[src/rtl/scratchpad_stream_dma_if.sv]
// Stream handshake bundle (tdata/tvalid/tlast/tready) shared by the DMA input and output ports.
interface scratchpad_stream_dma_if #(
  parameter int DATA_WIDTH = 32
);
  logic [DATA_WIDTH-1:0] tdata;
  logic                  tvalid;
  logic                  tlast;
  logic                  tready;

  modport master (output tdata, output tvalid, output tlast, input tready);
  modport slave  (input tdata, input tvalid, input tlast, output tready);
endinterface

[src/rtl/scratchpad_stream_dma.sv]
// Stream <-> scratchpad DMA engine with a credit-limited read-return FIFO.
// Optional macro SCRATCHPAD_DMA_LAST_CHECK_EN ends a write early on input tlast and flags early_last.
module scratchpad_stream_dma #(
  parameter int ADDR_WIDTH = 13,
  parameter int DATA_WIDTH = 32,
  parameter int RD_LATENCY = 2,
  parameter int FIFO_DEPTH = 4
) (
  input  logic                    clk,
  input  logic                    rst_n,
  input  logic                    start_wr,
  input  logic                    start_rd,
  input  logic [15:0]             length,
  output logic                    busy,
  output logic                    done,
  output logic                    early_last,
  scratchpad_stream_dma_if.slave  s_axis,
  scratchpad_stream_dma_if.master m_axis,
  output logic                    dma_wr_en,
  output logic [DATA_WIDTH-1:0]   dma_wr_data,
  output logic [15:0]             dma_write_pointer,
  output logic                    dma_rd_en,
  output logic [15:0]             dma_read_pointer,
  input  logic [DATA_WIDTH-1:0]   dma_rd_data
);

  localparam int PW = $clog2(FIFO_DEPTH);
  localparam logic [PW+1:0] DEPTH_W = (PW+2)'(FIFO_DEPTH);

  if (ADDR_WIDTH > 16 || FIFO_DEPTH < RD_LATENCY + 1 || (FIFO_DEPTH & (FIFO_DEPTH - 1)) != 0) begin : g_bad_cfg
    $error("scratchpad_stream_dma: unsupported parameter set");
  end

  typedef enum logic [2:0] {IDLE, WRITE, READ, DRAIN, DONE} state_t;

  state_t                state, state_nxt;
  logic [15:0]           counter, len_q, len_m1, out_cnt, wr_ptr_q, rd_ptr_q;
  logic [RD_LATENCY-1:0] pipe;
  logic [DATA_WIDTH-1:0] fifo_mem [FIFO_DEPTH];
  logic [PW:0]           fifo_wp, fifo_rp, occupancy;
  logic [PW+1:0]         inflight, credit_sum;
  logic                  start_acc, wr_beat, issue, push, pop, fifo_empty, last_word, early_beat;

  assign len_m1     = len_q - 16'd1;
  assign last_word  = (counter == len_m1);
  assign start_acc  = (state == IDLE) && (start_wr || start_rd);
  assign wr_beat    = (state == WRITE) && s_axis.tvalid;
  assign occupancy  = fifo_wp - fifo_rp;
  assign fifo_empty = (occupancy == '0);
  assign push       = pipe[RD_LATENCY-1];
  assign pop        = m_axis.tvalid && m_axis.tready;

  // Every issued read reserves a FIFO slot until it is popped, so returns can never overflow.
  always_comb begin
    inflight = '0;
    for (int i = 0; i < RD_LATENCY; i++) begin
      inflight = inflight + {{(PW+1){1'b0}}, pipe[i]};
    end
    credit_sum = inflight + {1'b0, occupancy};
  end

  assign issue = (state == READ) && (credit_sum < DEPTH_W);

`ifdef SCRATCHPAD_DMA_LAST_CHECK_EN
  logic early_q;

  assign early_beat = s_axis.tlast && !last_word;
  assign early_last = early_q;

  always_ff @(posedge clk or negedge rst_n) begin
    if (!rst_n) begin
      early_q <= 1'b0;
    end else if (start_acc) begin
      early_q <= 1'b0;
    end else if (wr_beat && early_beat) begin
      early_q <= 1'b1;
    end
  end
`else
  assign early_beat = 1'b0;
  assign early_last = 1'b0;
`endif

  always_comb begin
    state_nxt = state;
    case (state)
      IDLE: begin
        if (start_wr) begin
          state_nxt = (length == 16'd0) ? DONE : WRITE;
        end else if (start_rd) begin
          state_nxt = (length == 16'd0) ? DONE : READ;
        end
      end
      WRITE:   if (wr_beat && (last_word || early_beat)) state_nxt = DONE;
      READ:    if (issue && last_word) state_nxt = DRAIN;
      DRAIN:   if ((pipe == '0) && fifo_empty) state_nxt = DONE;
      DONE:    state_nxt = IDLE;
      default: state_nxt = IDLE;
    endcase
  end

  always_ff @(posedge clk or negedge rst_n) begin
    if (!rst_n) begin
      state    <= IDLE;
      counter  <= '0;
      len_q    <= '0;
      out_cnt  <= '0;
      wr_ptr_q <= '0;
      rd_ptr_q <= '0;
      pipe     <= '0;
      fifo_wp  <= '0;
      fifo_rp  <= '0;
    end else begin
      state <= state_nxt;
      if (start_acc) begin
        len_q   <= length;
        counter <= '0;
        out_cnt <= '0;
      end else if (wr_beat || issue) begin
        counter <= counter + 16'd1;
      end
      if (wr_beat) wr_ptr_q <= counter;
      if (issue)   rd_ptr_q <= counter;
      pipe[0] <= issue;
      for (int i = 1; i < RD_LATENCY; i++) begin
        pipe[i] <= pipe[i-1];
      end
      if (push) fifo_wp <= fifo_wp + 1'b1;
      if (pop) begin
        fifo_rp <= fifo_rp + 1'b1;
        out_cnt <= out_cnt + 16'd1;
      end
    end
  end

  // Storage needs no reset: head data is masked whenever the FIFO is empty.
  always_ff @(posedge clk) begin
    if (push) fifo_mem[fifo_wp[PW-1:0]] <= dma_rd_data;
  end

  assign busy              = (state == WRITE) || (state == READ) || (state == DRAIN);
  assign done              = (state == DONE);
  assign s_axis.tready     = (state == WRITE);
  assign dma_wr_en         = wr_beat;
  assign dma_wr_data       = wr_beat ? s_axis.tdata : '0;
  assign dma_write_pointer = wr_beat ? counter : wr_ptr_q;
  assign dma_rd_en         = issue;
  assign dma_read_pointer  = issue ? counter : rd_ptr_q;
  assign m_axis.tvalid     = !fifo_empty;
  assign m_axis.tdata      = m_axis.tvalid ? fifo_mem[fifo_rp[PW-1:0]] : '0;
  assign m_axis.tlast      = m_axis.tvalid && (out_cnt == len_m1);

endmodule

[src/flat_wrapper.sv]
// flat-port wrapper written by rule: the top's interface ports become plain ports
module scratchpad_stream_dma_flat 
#(
  parameter int ADDR_WIDTH = 13,
  parameter int DATA_WIDTH = 32,
  parameter int RD_LATENCY = 2,
  parameter int FIFO_DEPTH = 4
)
  (clk, rst_n, start_wr, start_rd, length, busy, done, early_last, dma_wr_en, dma_wr_data, dma_write_pointer, dma_rd_en, dma_read_pointer, dma_rd_data, s_axis_tdata, s_axis_tvalid, s_axis_tlast, s_axis_tready, m_axis_tdata, m_axis_tvalid, m_axis_tlast, m_axis_tready);
  scratchpad_stream_dma_if #(.DATA_WIDTH(DATA_WIDTH)) s_axis_i ();
  scratchpad_stream_dma_if #(.DATA_WIDTH(DATA_WIDTH)) m_axis_i ();
  input  logic clk;
  input  logic rst_n;
  input  logic start_wr;
  input  logic start_rd;
  input  logic [15:0] length;
  output logic busy;
  output logic done;
  output logic early_last;
  output logic dma_wr_en;
  output logic [DATA_WIDTH-1:0] dma_wr_data;
  output logic [15:0] dma_write_pointer;
  output logic dma_rd_en;
  output logic [15:0] dma_read_pointer;
  input  logic [DATA_WIDTH-1:0] dma_rd_data;
  input wire logic [$bits(s_axis_i.tdata)-1:0] s_axis_tdata;
  input wire logic [$bits(s_axis_i.tvalid)-1:0] s_axis_tvalid;
  input wire logic [$bits(s_axis_i.tlast)-1:0] s_axis_tlast;
  output wire logic [$bits(s_axis_i.tready)-1:0] s_axis_tready;
  output wire logic [$bits(m_axis_i.tdata)-1:0] m_axis_tdata;
  output wire logic [$bits(m_axis_i.tvalid)-1:0] m_axis_tvalid;
  output wire logic [$bits(m_axis_i.tlast)-1:0] m_axis_tlast;
  input wire logic [$bits(m_axis_i.tready)-1:0] m_axis_tready;
  assign s_axis_i.tdata = s_axis_tdata;
  assign s_axis_i.tvalid = s_axis_tvalid;
  assign s_axis_i.tlast = s_axis_tlast;
  assign s_axis_tready = s_axis_i.tready;
  assign m_axis_tdata = m_axis_i.tdata;
  assign m_axis_tvalid = m_axis_i.tvalid;
  assign m_axis_tlast = m_axis_i.tlast;
  assign m_axis_i.tready = m_axis_tready;
  scratchpad_stream_dma #(.ADDR_WIDTH(ADDR_WIDTH), .DATA_WIDTH(DATA_WIDTH), .RD_LATENCY(RD_LATENCY), .FIFO_DEPTH(FIFO_DEPTH)) u_core (.clk(clk), .rst_n(rst_n), .start_wr(start_wr), .start_rd(start_rd), .length(length), .busy(busy), .done(done), .early_last(early_last), .s_axis(s_axis_i), .m_axis(m_axis_i), .dma_wr_en(dma_wr_en), .dma_wr_data(dma_wr_data), .dma_write_pointer(dma_write_pointer), .dma_rd_en(dma_rd_en), .dma_read_pointer(dma_read_pointer), .dma_rd_data(dma_rd_data));
endmodule
[config.mk]
export PLATFORM = sky130hd
export DESIGN_NAME = scratchpad_stream_dma_flat
export DESIGN_NICKNAME = d
export VERILOG_FILES = /design/src/rtl/scratchpad_stream_dma_if.sv /design/src/rtl/scratchpad_stream_dma.sv /design/src/flat_wrapper.sv
export SDC_FILE = /design/constraint.sdc
export NUM_CORES = 1
export LEC_CHECK = 0
export CORE_ASPECT_RATIO = 0.7
export CORE_MARGIN = 2
export CORE_UTILIZATION = 53
export CTS_CLUSTER_DIAMETER = 50
export DETAILED_ROUTE_END_ITERATION = 10
export PLACE_DENSITY = 0.81
export SKIP_CTS_REPAIR_TIMING = 1
export SYNTH_ARGS = -nofsm -noshare
export SYNTH_HDL_FRONTEND = slang
export SYNTH_SLANG_ARGS = --single-unit
[constraint.sdc]
create_clock -name clk -period 5 [get_ports clk]
set_input_delay 0.75 -clock clk [delete_from_list [all_inputs] [get_ports clk]]
set_output_delay 0.75 -clock clk [all_outputs]
set_load 0.02 [all_outputs]
* Yosys cells after proc, flatten, opt, wreduce, memory -nomap -nowiden *
Memory sizes are Yosys's and may differ from the RTL's.
Cells that the tools add are included.

word-level totals
  register bits after elaboration = 91
  output and inout port bits = 104
  memories kept = 1
  word-level logic and storage cells = 67
  RAM bits = 128
  input bits = 87

operators by class
  reduce and logical (&&, ||, !) cells = 20
  add/sub/neg operators = 8
  order comparisons = 1
  equal/unequal tests = 10
  multiplexer cells = 18

memories
  name             words  bits a word  rd ports  clocked after Yosys merged registers in  wr ports  line                         RTL
  u_core.fifo_mem  4      32           1         0                                        1         scratchpad_stream_dma.sv:39  logic [DATA_WIDTH-1:0] fifo_mem [FIFO_DEPTH];

operators by type and width
  operator                                                                  count
  16-bit two-way mux                                                        6
  32-bit two-way mux                                                        2
  16-bit by 1-bit adder with 16-bit output (second input constant)          2
  16-bit equality test                                                      2
  3-bit two-way mux                                                         7
  16-bit logical NOT                                                        1
  16-bit by 1-bit subtractor with 16-bit output (second input constant)     1
  3-bit one-hot mux with 4 select lines                                     1
  1-bit logical AND                                                         8
  3-bit by 1-bit adder with 3-bit output (second input constant)            2
  3-bit by 2-bit equality test with 1-bit output (second input constant)    2
  3-bit logical NOT                                                         2
  4-bit by 3-bit adder with 4-bit output                                    1
  1-bit logical OR                                                          4
  4-bit by 3-bit < comparator with 1-bit output (second input constant)     1
  2-bit by 1-bit inequality test with 1-bit output (second input constant)  2
  4-bit AND reduction                                                       1
  2-bit nonzero test                                                        2
  3-bit by 1-bit equality test with 1-bit output (second input constant)    1
  3-bit equality test (second input constant)                               1
  3-bit inequality test (second input constant)                             1
  3-bit subtractor                                                          1
  1-bit by 1-bit adder with 2-bit output                                    1
  2-bit logical NOT                                                         1
  3 further kinds                                                           4

* Longest topological paths before layout *
  word-level depth = 7
  gate-level depth with buffers = 13
  depth with buffers taken out = 12

* Worst setup path after synthesis *
OpenSTA, ideal clock, no wires.

  kind = register to output
  start = reg u_core.fifo_rp[1]
  end = out m_axis_tlast
  required time = 4.250 ns
  slack = 0.630 ns
  path buffers = 2
  cell stages (with the launch flop) = 11
  arrival time = 3.620 ns
  path through = dfrtp_1 -> clkbuf_1 -> clkbuf_1 -> inv_1 -> fa_1 -> xnor3_1 -> nor3b_2 -> or4_1 -> a2111oi_0 -> nand4_1 -> nor4_1

between the ends
  cells in the longest elaborated chain, start to end = 4

RTL lines
  what                    line                          RTL
  start, declared         scratchpad_stream_dma.sv:40   logic [PW:0] fifo_wp, fifo_rp, occupancy;
  start signal, assigned  scratchpad_stream_dma.sv:130  fifo_rp <= fifo_rp + 1'b1;
  3-bit subtractor        scratchpad_stream_dma.sv:48   assign occupancy = fifo_wp - fifo_rp;
  3-bit logical NOT       scratchpad_stream_dma.sv:49   assign fifo_empty = (occupancy == '0);
  1-bit logical NOT       scratchpad_stream_dma.sv:149  assign m_axis.tvalid = !fifo_empty;
  1-bit logical AND       scratchpad_stream_dma.sv:151  assign m_axis.tlast = m_axis.tvalid && (out_cnt == len_m1);
  end, declared           flat_wrapper.sv:32            output wire logic [$bits(m_axis_i.tlast)-1:0] m_axis_tlast;

No other way between the ends.

* Worst setup path after layout *
  start = reg u_core.fifo_wp[0]
  end = out m_axis_tlast

between the ends
  cells in the longest elaborated chain, start to end = 4

RTL lines
  what                    line                          RTL
  start, declared         scratchpad_stream_dma.sv:40
  start signal, assigned  scratchpad_stream_dma.sv:128  if (push) fifo_wp <= fifo_wp + 1'b1;
  3-bit subtractor        scratchpad_stream_dma.sv:48
  3-bit logical NOT       scratchpad_stream_dma.sv:49
  1-bit logical NOT       scratchpad_stream_dma.sv:149
  1-bit logical AND       scratchpad_stream_dma.sv:151

No other way between the ends.

==> results.cfg <==
[outcome]
status = finished clean

[synth]
postSynth.asyncResetShare = 0.416
synth_edf_count = 128
yosys_most_used_dff = edfxtp_1
yosys.cell_types.count = 65
post-synth-top-area-fraction = 0.376
avgSynthCellArea_um2 = 13.5
netlist_top_cells_count = edfxtp_1, dfrtp_1, mux2_2
synth_area_leaders = edfxtp_1, dfrtp_1, mux4_2, mux2_2, xnor2_1
synth_nets = 855
ys_seq_area_frac = 0.599
yosysWarnings = 0
postSynthCellCount = 755
ys_seq_elements = 219
synth_top_area_cell = edfxtp_1
syn_area_mm2 = 0.0102
yosysMostFrequentCell = edfxtp_1

[cts]
clk_latency_ns = 0.50
clockRootBuffer = clkbuf_16
cts_sinks = 219
cts.htree.levels = 1
clk_pin_slew_ns = 0.06
clockBufferDepth = 3
cts_tree = yes
cts-buffers-inserted = 23

[timing]
setup_viol = 0
rsz0062_at_grt = false
relSlewSlack = 0.354
hold_viol = 0
clock-skew-final_ns = 0.0111
timing.final.crit_share = 0.938
slew_violations = 0
fmax_ghz = 0.213
worst_pin_slew_ns = 0.969
whs_ns = 0.224
period_minus_slack_ns = 4.69

[power_and_ir_drop]
p_total_mw = 7.60
power.density_mw_per_mm2 = 579
ir_drop_uv = 470
p_leak_nw = 5.05

[global_routing]
grt_pass1_vias = 6697
globalRoute.busiestLayer = met2
use_met1 = 0.345
grt_start_max_net_pins = 52
antenna_found_initial = 0
grtUsageTotal = 0.235
grt_use_met2 = 0.358
grt-ovfl-total = 0
grtUsageMet3 = 0.0590
grt_pass1_wl_um = 37300

[critical_path]
r2r_slack_ns = 1.41
rr_endpoint = u_core.counter[15]$_DFFE_PN0P_
cp-start-kind = register
crit_path_end_kind = output port
rr_worst_depth = 12
cp.arrival_ns = 3.94
critPathMaxFanout = 4
critPathKind = register to output port
crit_end = m_axis_tlast
cp.required_ns = 4.25
r2r_start = u_core.fifo_wp[0]$_DFFE_PN0P_
cp-startpoint = u_core.fifo_wp[0]$_DFFE_PN0P_

[floorplanning]
die_area_mm2 = 0.0204
die_h_um = 120
fp.dieW_um = 170
start_util = 0.540
io_pins = 191
num_rows = 42
core_mm2 = 0.0189

[placed_design]
dp.cells = 1146
dpl.hpwl_um = 16000
place_congestion = 0.900
port_buffers = 188

[drt]
drtIter0Drc = 570
via_per_inst = 5.77
first_pass_iters = 8
antenna_left = 0
wl_per_cell_um = 19.7
route.detailed.drc = 0
vias = 6847
wirelength_um = 23400

[cells_and_area]
layout.cells.non_filler = 1187
layout.nets = 1029
num_antenna_cells = 0
area_delta_synth_final_pct = 28.5
drive_above_1_share = 0.160

[run]
maxCapViolations = 0

[min_path]
hold_class = input port to async pin
## metrics by stage
step                      setup slack [ns]  instance area (um^2)  TNS, ns   util
after floorplan                      0.630                 10200        0      -
after global placement               0.335                 12300        0  0.650
after detailed placement             0.317                 12300        0  0.650
after CTS                           -0.227                 13100   -0.227  0.693
after global routing                 0.111                 13100        0  0.694
final                                0.308                 13100        0  0.694
## power by group
| part | total [mW] | switching (mW) | internal, mW |
|---|---|---|---|
| logic | 3.37 | 1.80 | 1.57 |
| clock network | 1.83 | 0.708 | 1.13 |
| registers | 2.39 | 0.256 | 2.14 |
| total | 7.60 | 2.76 | 4.84 |
## worst max-delay path, stage by stage, from the launching register on
cell and delay, ns:
dfrtp_1 0.43, inv_1 0.13, ha_1 0.17, inv_1 0.05, fa_1 0.35, xnor3_1 0.47, nor3b_4 0.07, or4_1 0.53
a2111oi_1 0.44, nand4_1 0.17, nor4_1 0.36, dlymetal6s2s_1 0.29
## area by class of cell
| class | instances | area, um^2 |
|---|---|---|
| fill | 1345 | 5800 |
| clock inverter | 17 | 233 |
| inverter | 16 | 60.1 |
| multi-input combinational | 467 | 3830 |
| tap | 242 | 303 |
| clock buffer | 24 | 589 |
| timing repair buffer | 202 | 1990 |
| sequential | 219 | 6120 |
## cells in the final DEF, fill, tap and decap left out, types with 23 or more instances in the layout
master / Yosys / layout
clkdlybuf4s50_1: 0 / 186
edfxtp_1: 128 / 128
dfrtp_1: 91 / 90
mux2_2: 45 / 45
nand2_1: 41 / 41
and3_1: 40 / 40
nor2_1: 40 / 40
nor2b_1: 36 / 36
mux4_2: 32 / 32
xnor2_1: 29 / 29
o21ai_0: 25 / 25
clkbuf_16: 0 / 23
## cell families after synthesis
| family | count (synthesis) | synth area share |
|---|---|---|
| AND/OR/NAND/NOR | 246 | 0.137 |
| flip-flops | 219 | 0.599 |
| multiplexers | 83 | 0.126 |
| AO/OA/AOI/OAI | 72 | 0.0463 |
| buffers and inverters | 69 | 0.0278 |
| XOR/XNOR | 52 | 0.0459 |
| adder cells (fa/ha/maj) | 13 | 0.0167 |
| other | 1 | 0.000367 |
## flip-flops by register name, indices dropped and copies added (netlist names), 16 cells and up
name	flops
u_core.fifo_mem	128
u_core.counter	16
u_core.len_q	16
u_core.out_cnt	16
u_core.rd_ptr_q	16
u_core.wr_ptr_q	16
## layer usage
metal / wire length [um] / vias to the layer above
li1: - / 3145
met4: 483 / 0
met5: 0 / -
met3: 2360 / 29
met2: 10600 / 316
met1: 9960 / 3357
## worst min-delay path by stage
stage | from | to | slack [ns] | cells after the start
floorplan | u_core.pipe[0]$_DFF_PN0_ | u_core.pipe[1]$_DFF_PN0_ | 0.38 | 0
global placement | u_core.pipe[0]$_DFF_PN0_ | u_core.pipe[1]$_DFF_PN0_ | 0.39 | 0
detailed placement | u_core.pipe[0]$_DFF_PN0_ | u_core.pipe[1]$_DFF_PN0_ | 0.40 | 0
CTS | rst_n | u_core.wr_ptr_q[12]$_DFF_PN0_ | 0.23 | 1
global route | rst_n | u_core.wr_ptr_q[13]$_DFF_PN0_ | 0.26 | 1
finish | rst_n | u_core.wr_ptr_q[12]$_DFF_PN0_ | 0.22 | 1
Note: power is estimated with default switching activity, not from simulation.
